[config.mk]
export PLATFORM = sky130hd
export DESIGN_NAME = fp8_conv_arbiter
export DESIGN_NICKNAME = d
export VERILOG_FILES = /design/src/rtl/fp8_conv_pkg.sv /design/src/rtl/fp8_conv_arbiter_rr_arbiter.sv /design/src/rtl/fp8_conv_arbiter.sv
export SDC_FILE = /design/constraint.sdc
export NUM_CORES = 1
export LEC_CHECK = 0
export ABC_AREA = 1
export CAP_MARGIN = 10
export CORE_ASPECT_RATIO = 2
export CORE_MARGIN = 2
export CORE_UTILIZATION = 43
export CTS_CLUSTER_SIZE = 12
export DETAILED_ROUTE_END_ITERATION = 8
export PLACE_DENSITY_LB_ADDON = 0.2
export SLEW_MARGIN = 20
export SYNTH_ARGS = -nofsm -noshare
export SYNTH_HDL_FRONTEND = slang
export SYNTH_HIERARCHICAL = 1
export SYNTH_SLANG_ARGS = --single-unit
export TNS_END_PERCENT = 5
[constraint.sdc]
create_clock -name clk -period 6.12 [get_ports clk]
set_input_delay 0.612 -clock clk [delete_from_list [all_inputs] [get_ports clk]]
set_output_delay 0.612 -clock clk [all_outputs]
set_load 0.05 [all_outputs]
[src/rtl/fp8_conv_pkg.sv]
// Shared constants and types for the Q6.11 -> E3M4 conversion path.
// Imported by the arbiter and the round-robin sub-module.
package fp8_conv_pkg;

  localparam int Q_W    = 18;
  localparam int Q_FRAC = 11;
  localparam int FP_W   = 8;
  localparam int E_W    = 3;
  localparam int M_W    = 4;
  localparam int E_BIAS = 4;

  localparam logic [6:0] FP_SAT_MAG = 7'h7F;

  typedef struct packed {
    logic           sign;
    logic [E_W-1:0] exp;
    logic [M_W-1:0] mant;
  } fp8_t;

  typedef enum logic {
    EMPTY = 1'b0,
    FULL  = 1'b1
  } out_state_t;

  // Index of the highest set bit; 0 when the operand is zero.
  function automatic logic [4:0] msb_idx(input logic [Q_W-1:0] a);
    logic [4:0] p;
    p = '0;
    for (int i = 0; i < Q_W; i++) begin
      if (a[i]) p = 5'(i);
    end
    return p;
  endfunction

endpackage

[src/rtl/fp8_conv_arbiter_rr_arbiter.sv]
// Round-robin arbiter: first requester at or after the pointer wins.
// Pointer advances past the winner whenever a grant is issued.
module rr_arbiter
  import fp8_conv_pkg::*;
#(
  parameter int NUM_REQ = 4,
  parameter int ID_W    = $clog2(NUM_REQ)
) (
  input  logic               clk,
  input  logic               rst,
  input  logic [NUM_REQ-1:0] req,
  input  logic               en,
  output logic [NUM_REQ-1:0] grant,
  output logic [ID_W-1:0]    idx,
  output logic               gnt_valid
);

  logic [ID_W-1:0] ptr;
  logic            found;

  // Cyclic priority search starting at the pointer
  always_comb begin
    grant = '0;
    idx   = '0;
    found = 1'b0;
    for (int off = 0; off < NUM_REQ; off++) begin
      if (!found && req[(int'(ptr) + off) % NUM_REQ]) begin
        found = 1'b1;
        idx   = ID_W'((int'(ptr) + off) % NUM_REQ);
      end
    end
    gnt_valid  = found & en;
    grant[idx] = gnt_valid;
  end

  // Pointer moves one past the winner on every grant
  always_ff @(posedge clk) begin
    if (rst) begin
      ptr <= '0;
    end else if (gnt_valid) begin
      if (idx == ID_W'(NUM_REQ - 1)) ptr <= '0;
      else                           ptr <= idx + ID_W'(1);
    end
  end

endmodule

[src/rtl/fp8_conv_arbiter.sv]
// Shared Q6.11 -> E3M4 converter with round-robin input arbitration.
// Optional stats counters enabled by defining CONV_STATS_EN.
module fp8_conv_arbiter
  import fp8_conv_pkg::*;
#(
  parameter int NUM_REQ = 4,
  parameter int ID_W    = $clog2(NUM_REQ)
) (
  input  logic                   clk,
  input  logic                   rst,
  input  logic [NUM_REQ-1:0]     req_valid,
  input  logic [Q_W*NUM_REQ-1:0] req_data,
  output logic [NUM_REQ-1:0]     req_ready,
  output logic                   out_valid,
  input  logic                   out_ready,
  output logic [FP_W-1:0]        out_fp,
  output logic [ID_W-1:0]        out_id,
  output logic                   out_sat
`ifdef CONV_STATS_EN
  ,
  output logic [15:0]            sat_cnt,
  output logic [15:0]            uflow_cnt
`endif
);

  out_state_t state, state_nxt;

  logic            can_accept;
  logic            arb_en;
  logic            xfer;
  logic [ID_W-1:0] gnt_idx;
  logic [Q_W-1:0]  lane [NUM_REQ];

  logic           sgn;
  logic [Q_W-1:0] q;
  logic [Q_W-1:0] mag;
  logic [Q_W-1:0] norm;
  logic [4:0]     p;
  logic [4:0]     mr;
  logic [5:0]     ex;
  fp8_t           conv_fp;
  logic           conv_sat;
  logic           conv_uf;

  for (genvar k = 0; k < NUM_REQ; k++) begin : g_lane
    assign lane[k] = req_data[Q_W*k +: Q_W];
  end

  rr_arbiter #(
    .NUM_REQ (NUM_REQ),
    .ID_W    (ID_W)
  ) u_arb (
    .clk       (clk),
    .rst       (rst),
    .req       (req_valid),
    .en        (arb_en),
    .grant     (req_ready),
    .idx       (gnt_idx),
    .gnt_valid (xfer)
  );

  // Output-stage state register
  always_ff @(posedge clk) begin
    if (rst) state <= EMPTY;
    else     state <= state_nxt;
  end

  // Next state: fill on transfer, drain when downstream takes the result
  always_comb begin
    state_nxt = state;
    unique case (state)
      EMPTY: if (xfer) state_nxt = FULL;
      FULL:  if (out_ready && !xfer) state_nxt = EMPTY;
      default: state_nxt = EMPTY;
    endcase
  end

  // Handshake outputs; no grants while reset is held
  always_comb begin
    out_valid  = (state == FULL);
    can_accept = (state == EMPTY) | out_ready;
    arb_en     = can_accept & ~rst;
  end

  // Conversion of the granted operand to E3M4
  always_comb begin
    q        = lane[gnt_idx];
    sgn      = q[Q_W-1];
    mag      = sgn ? (~q + Q_W'(1)) : q;
    p        = msb_idx(mag);
    norm     = mag << (5'd17 - p);
    mr       = {1'b0, norm[16:13]} + {4'b0, norm[12]};
    ex       = {1'b0, p} - 6'd7 + {5'b0, mr[4]};
    conv_fp  = '0;
    conv_sat = 1'b0;
    conv_uf  = 1'b0;
    if (mag == '0) begin
      conv_fp = '0;
    end else if (p < 5'd8) begin
      conv_uf = 1'b1;
    end else if (ex > 6'd7) begin
      conv_fp  = {sgn, FP_SAT_MAG};
      conv_sat = 1'b1;
    end else begin
      conv_fp = {sgn, ex[2:0], mr[3:0]};
    end
  end

  // Result register loads on every accepted request
  always_ff @(posedge clk) begin
    if (rst) begin
      out_fp  <= '0;
      out_id  <= '0;
      out_sat <= 1'b0;
    end else if (xfer) begin
      out_fp  <= conv_fp;
      out_id  <= gnt_idx;
      out_sat <= conv_sat;
    end
  end

`ifdef CONV_STATS_EN
  // Saturating counts of overflowed and flushed conversions
  always_ff @(posedge clk) begin
    if (rst) begin
      sat_cnt   <= '0;
      uflow_cnt <= '0;
    end else if (xfer) begin
      if (conv_sat && sat_cnt != 16'hFFFF)  sat_cnt   <= sat_cnt + 16'd1;
      if (conv_uf && uflow_cnt != 16'hFFFF) uflow_cnt <= uflow_cnt + 16'd1;
    end
  end
`endif

endmodule
Yosys cells after proc, flatten, opt, wreduce, memory -nomap -nowiden
Cells that the tools add are included.
Widths: inputs -> output; s select.

word-level totals
  memory bits (read-only) = 0
  bits of input ports = 79
  memories kept = 0
  bits in registers = 14
  RAM bits = 0
  latch bits = 0

operators by class
  reduce and logical (&&, ||, !) cells = 13
  bitwise logic cells = 11
  magnitude comparators = 9
  muxes and demuxes = 52
  multiply operators = 0
  divide/modulo/power cells = 0
  add/sub/neg operators = 9
  equal/unequal tests = 1
  shifts and indexed selects = 1

operator list
  cell                   number
  $mux 5                 16
  $mux 18                3
  $bmux 18 s2            1
  $add 18x1->18 const B  1
  $logic_not 18->1       1
  $mux 1                 18
  $not 18->18            1
  $shl 18x5->17          1
  $mux 8                 2
  $lt 3x4->1 const B     3
  $mux 2                 5
  $bmux 1 s2             4
  $mux 7                 1
  $add 6x1->6            1
  $gt 6x3->1 const B     1
  $lt 2x3->1 const B     2
  $reduce_or 2->1        3
  $sub 5x3->6 const B    1
  $add 4x1->5            1
  $logic_and 1x1->1      5
  $lt 5x4->1 const B     1
  $sub 5x5->5 const A    1
  $add 2x1->2 const B    2
  $add 2x2->2 const B    2
  12 further kinds       19

Logic depth before layout (Yosys ltp)
  depth after elaboration = 46
  mapped depth = 55

Hierarchy
Netlist, hierarchy kept.

modules (own cells, without submodules)
  module            area each (um^2)  cells each  times used
  fp8_conv_arbiter  2486.1            470         1
  rr_arbiter        462.9             87          1

Worst setup path after synthesis
OpenSTA, ideal clock, no wires.

  kind = input-to-reg
  start = input req_valid[3]
  end = register out_fp[6]
  slack = 0.032 ns
  library setup time = 0.056 ns
  stages = 43
  required time = 6.064 ns
  arrival time = 6.032 ns
  path buffers = 3
  cell sequence = inv_1 nand2_2 nand3_1 nand2_2 nor2_4 nand3_1 nand2_1 nand2_2 inv_1 inv_2 buf_6 nand2_1 nand3_1 nand2_2 ha_1 nand3_2 nor2_1 nand3_1 (+7 left out) buf_4 ha_1 clkbuf_1 inv_1 nand3_1 nand2_1 a2111oi_0 ha_1 ha_1 nand3_1 ha_1 inv_1 nand2_1 xor2_1 or2_2 nand3_1 nand2_1 inv_1

on the way
  cells in the longest elaborated chain, start to end = 44

RTL lines
  what                          RTL line                           RTL
  from (decl)                   fp8_conv_arbiter.sv:11             input logic [NUM_REQ-1:0] req_valid,
  $bmux 1 s2                    fp8_conv_arbiter_rr_arbiter.sv:27  if (!found && req[(int'(ptr) + off) % NUM_REQ]) begin
  $mux 1 (not written as such)  fp8_conv_arbiter_rr_arbiter.sv:27
  $mux 1                        fp8_conv_arbiter_rr_arbiter.sv:27
  $logic_not 1->1               fp8_conv_arbiter_rr_arbiter.sv:27
  $logic_and 1x1->1             fp8_conv_arbiter_rr_arbiter.sv:27
  $mux 1                        fp8_conv_arbiter_rr_arbiter.sv:27
  $logic_not 1->1               fp8_conv_arbiter_rr_arbiter.sv:27
  $logic_and 1x1->1             fp8_conv_arbiter_rr_arbiter.sv:27
  (+4 left out)                 --
  net gnt_idx[0]                fp8_conv_arbiter.sv:31             logic [ID_W-1:0] gnt_idx;
  (+24 left out)                --
  $sub 5x5->5                   fp8_conv_arbiter.sv:91             norm = mag << (5'd17 - p);
  $shl 18x5->17                 fp8_conv_arbiter.sv:91
  $add 4x1->5                   fp8_conv_arbiter.sv:92             mr = {1'b0, norm[16:13]} + {4'b0, norm[12]};
  $add 6x1->6                   fp8_conv_arbiter.sv:93             ex = {1'b0, p} - 6'd7 + {5'b0, mr[4]};
  $gt 6x3->1                    fp8_conv_arbiter.sv:101            end else if (ex > 6'd7) begin
  $mux 7                        fp8_conv_arbiter.sv:101
  $mux 8                        fp8_conv_arbiter.sv:99             end else if (p < 5'd8) begin
  $mux 8 (*)                    fp8_conv_arbiter.sv:97             if (mag == '0) begin
  to (signal assigned)          fp8_conv_arbiter.sv:116            out_fp <= conv_fp;
  to (decl)                     fp8_conv_arbiter.sv:16             output logic [FP_W-1:0] out_fp,

Mark *: on every way through the listed nets, which the timed path passes. The rest lies on a longest branch. The select of a mux whose other input is x is not followed.
A chain may end at the register's enable or synchronous reset.

Worst setup path in the final report
  start = input req_valid[2]
  end = register out_fp[6]

The elaborated chain is that of the path after synthesis.

==> results.toml <==
[cells_and_area]
drive_gt1_share_pct = 35.5
fillerInstances = 378
stdcell_area_mm2 = 0.00565
final_nets = 872
fin_util_pct = 85.3
diodes = 0
syn_to_final_growth_pct = 91.6

[routing]
drt_iter0_drc = 568
highest_layer = "met4"
drt-total-wl_um = 15200
firstDrtPassIters = 8
via_per_inst = 5.83
wl_met3_um = 918
vias = 5064
drc_errors = 0
drtAntennaViolNets = 0
wl_met2_um = 8200
wl_per_cell_um = 17.5
routedLengthMet1_um = 4540

[placement]
post_dp_cell_area_mm2 = 0.00468
dpl_worst_slack_ns = -0.542
port_buffers = 94
routabilityCongestion = 0.925
place_hpwl_um = 8650

[critical_path]
critPathMaxFanout = 6
worstSetupPathType = "input pin to register"
crit_required_ns = 6.26
crit_family = "simple AND/OR/NAND/NOR gates"
cp.arrival_ns = 6.43
worst_setup_path_end_kind = "register"
crit_path_top_delay_cell = "a21oi_1"
worst_path_largest_cell_delay_ns = 0.34
ff2ff_setup_slack_ns = -0.12
r2r-start = "u_arb/ptr[0]$_SDFFE_PP0P_"
cp_num_buf_inv = 12
cp_common_cell = "nand2_1"
r2r_cells = 47
worstReg2RegEnd = "out_fp[6]$_SDFFE_PP0P_"
critPathLaunchType = "input pin"

[cts]
cts_tree = "built"
cts-buffers-inserted = 3
cts.hold.buffers_added = 0
clk_latency_ns = 0.24
cts_buffer_depth = 2
h-tree-depth = 1
clk_pin_slew_ns = 0.05
cts.sinks = 14
cts_root_buf = "clkbuf_16"

[timing]
final-hold-violation-count = 0
post-route-min-period_ns = 6.29
slew_headroom_pct = 66.2
drv_slew = 0
skew_ns = 0.00136
fmax_ghz = 0.159
setup_viol = 8
fin_ws_ns = -0.172
whs_ns = 0.481
worst_slew_pin_slew_ns = 0.505
finalCritPeriodShare_pct = 103

[global_routing]
grt_max_degree = 20
grt_pass1_wl_um = 18800
grt_overflow = 0
grt_use_total_pct = 30.1
grt_pass1_vias = 4696
grt_antenna_before_repair = 0

[hold_path]
min_to = "out_fp[4]$_SDFFE_PP0P_"
hp-class = "register to register"
min-delay-start = "out_fp[4]$_SDFFE_PP0P_"
whs_path_depth = 2

[die]
die_height_um = 121
start_util_pct = 44.5
placementRows = 42
coreArea_mm2 = 0.00662
io_pins = 95
chipWidth_um = 62.6
die_area_mm2 = 0.00758

[yosys]
async_flop_share_pct = 0
syn_area_mm2 = 0.00295
ys_ff_latch = 14
seq_area_frac_synth_pct = 9.50
syn_inst = 557
syn_avg_cell_area_um2 = 5.29
yosys_warnings = 6
syn_nets = 647
synth_edf_count = 0
synthDistinctLibCells = 40
synth_ff_type = "dfxtp_1"

[status]
violations = "setup timing"
status = "finished with violations"

[job]
maxCapViolCount = 0
## cell usage after synthesis (3+ instances only)
master    instances  area share (%)
nand2_1         211              27
nand3_1          79              13
inv_1            59             7.5
a21oi_1          28             4.8
nor2_1           27             3.4
o21ai_0          17             2.9
dfxtp_1          14             9.5
nand2_2          13             2.8
ha_1             11             4.7
o21ai_1          10             1.7
buf_2             8             1.4
nand4_1           8             1.7
inv_2             7            0.89
buf_4             5             1.3
xnor2_1           5             1.5
buf_6             4             1.5
clkinv_1          4            0.51
nand3_2           4             1.4
nand3b_1          4             1.0
xor2_1            4             1.2
a31oi_1           3            0.64
a32o_1            3             1.0
clkbuf_1          3            0.38
nand2_4           3             1.1
nor2_2            3            0.64
nor2_4            3             1.1
## cell usage in the layout, fill, tap and decap left out, types with 3 or more instances in the layout
cell             netlist  layout
nand3_1               79      62
o21ai_1               10       8
nor2_2                 3       7
ha_1                  11       5
a21oi_2                0       3
clkinv_1               4       3
nand2_2               13      35
nand3_4                0       3
a21oi_1               28      25
nand2_1              211     183
o21ai_0               17      13
xnor2_1                5       3
o21ai_2                1       5
nand2_4                3       7
nand3b_1               4       4
buf_6                  4       6
nand3_2                4      18
buf_12                 0       4
dfxtp_1               14      12
clkbuf_16              0       5
dlymetal6s2s_1         0       4
nor2_1                27      22
inv_2                  7      17
nor2_4                 3       4
nand2_8                0       3
buf_4                  5     129
inv_1                 59      46
a31oi_1                3       3
a32o_1                 3       3
ha_4                   0       4
nand4_1                8       8
clkdlybuf4s50_1        0      90
## cells by family (layout without fill, tap and decap cells)
logic type      Yosys count  count (layout)  synth area share [%]
compound gates           71              71                  14.1
buf+inv                  90             313                  13.4
simple gates            361             362                  54.6
flops                    14              14                  9.50
fa+ha+maj                11              11                  4.67
xor+xnor                 10              10                  3.61
## stage by stage
stage / setup TNS, ns / std cells
floorplan: 0 / 557
global placement: -1.41 / 824
detailed placement: -4.12 / 824
CTS: 0 / 848
global route: -3.98 / 869
finish: -1.11 / 869
## worst register-to-register path, delay by kind of cell (launching register included)
| family | cells | cell delay, ns |
|---|---|---|
| AND/OR/NAND/NOR | 28 | 2.99 |
| buffers and inverters | 11 | 1.22 |
| AO/OA/AOI/OAI | 3 | 0.59 |
| adder cells (fa/ha/maj) | 3 | 0.58 |
| flip-flops | 1 | 0.40 |
| XOR/XNOR | 2 | 0.35 |
## registers in the layout (all words and copies together) (netlist names)
name	cells
out_fp	8
out_id	2
u_arb/ptr	2
out_sat	1
out_valid	1
## timing repair
item,in CTS,in global routing
buffers inserted,18,18
cloned,2,3
pin swaps,28,43
gates resized for setup,56,83
setup endpoints to repair,8,8
endpoints found under the hold margin,0,0
## worst max-delay path by stage
stage | startpoint | end | cells after the start
floorplan | req_valid[3] | out_fp[6]$_SDFFE_PP0P_ | 43
global placement | req_valid[3] | out_fp[6]$_SDFFE_PP0P_ | 44
detailed placement | req_valid[3] | out_fp[3]$_SDFFE_PP0P_ | 46
CTS | req_valid[2] | out_fp[3]$_SDFFE_PP0P_ | 48
global route | req_valid[2] | out_fp[3]$_SDFFE_PP0P_ | 49
finish | req_valid[2] | out_fp[6]$_SDFFE_PP0P_ | 47
## layout make-up
| class | count | area, um^2 | share of cell area (%) |
|---|---|---|---|
| inverters | 70 | 275 | 4.87 |
| well taps | 88 | 110 | 1.95 |
| multi-input cells | 454 | 2710 | 47.9 |
| repair inverters | 1 | 7.51 | 0.133 |
| repair buffers | 238 | 2170 | 38.5 |
| clock buffers | 4 | 88.8 | 1.57 |
| flip-flops and latches | 14 | 288 | 5.09 |
## layer usage
metal / vias up / global-route usage (%)
li1: 2255 / -
met2: 340 / 64.0
met5: - / 0
met1: 2328 / 24.5
met3: 141 / 2.41
met4: 0 / 20.8
Power is left out: the tool's default activity adds up to more than one toggle a clock period on the data nets, which glitch-free logic cannot reach.
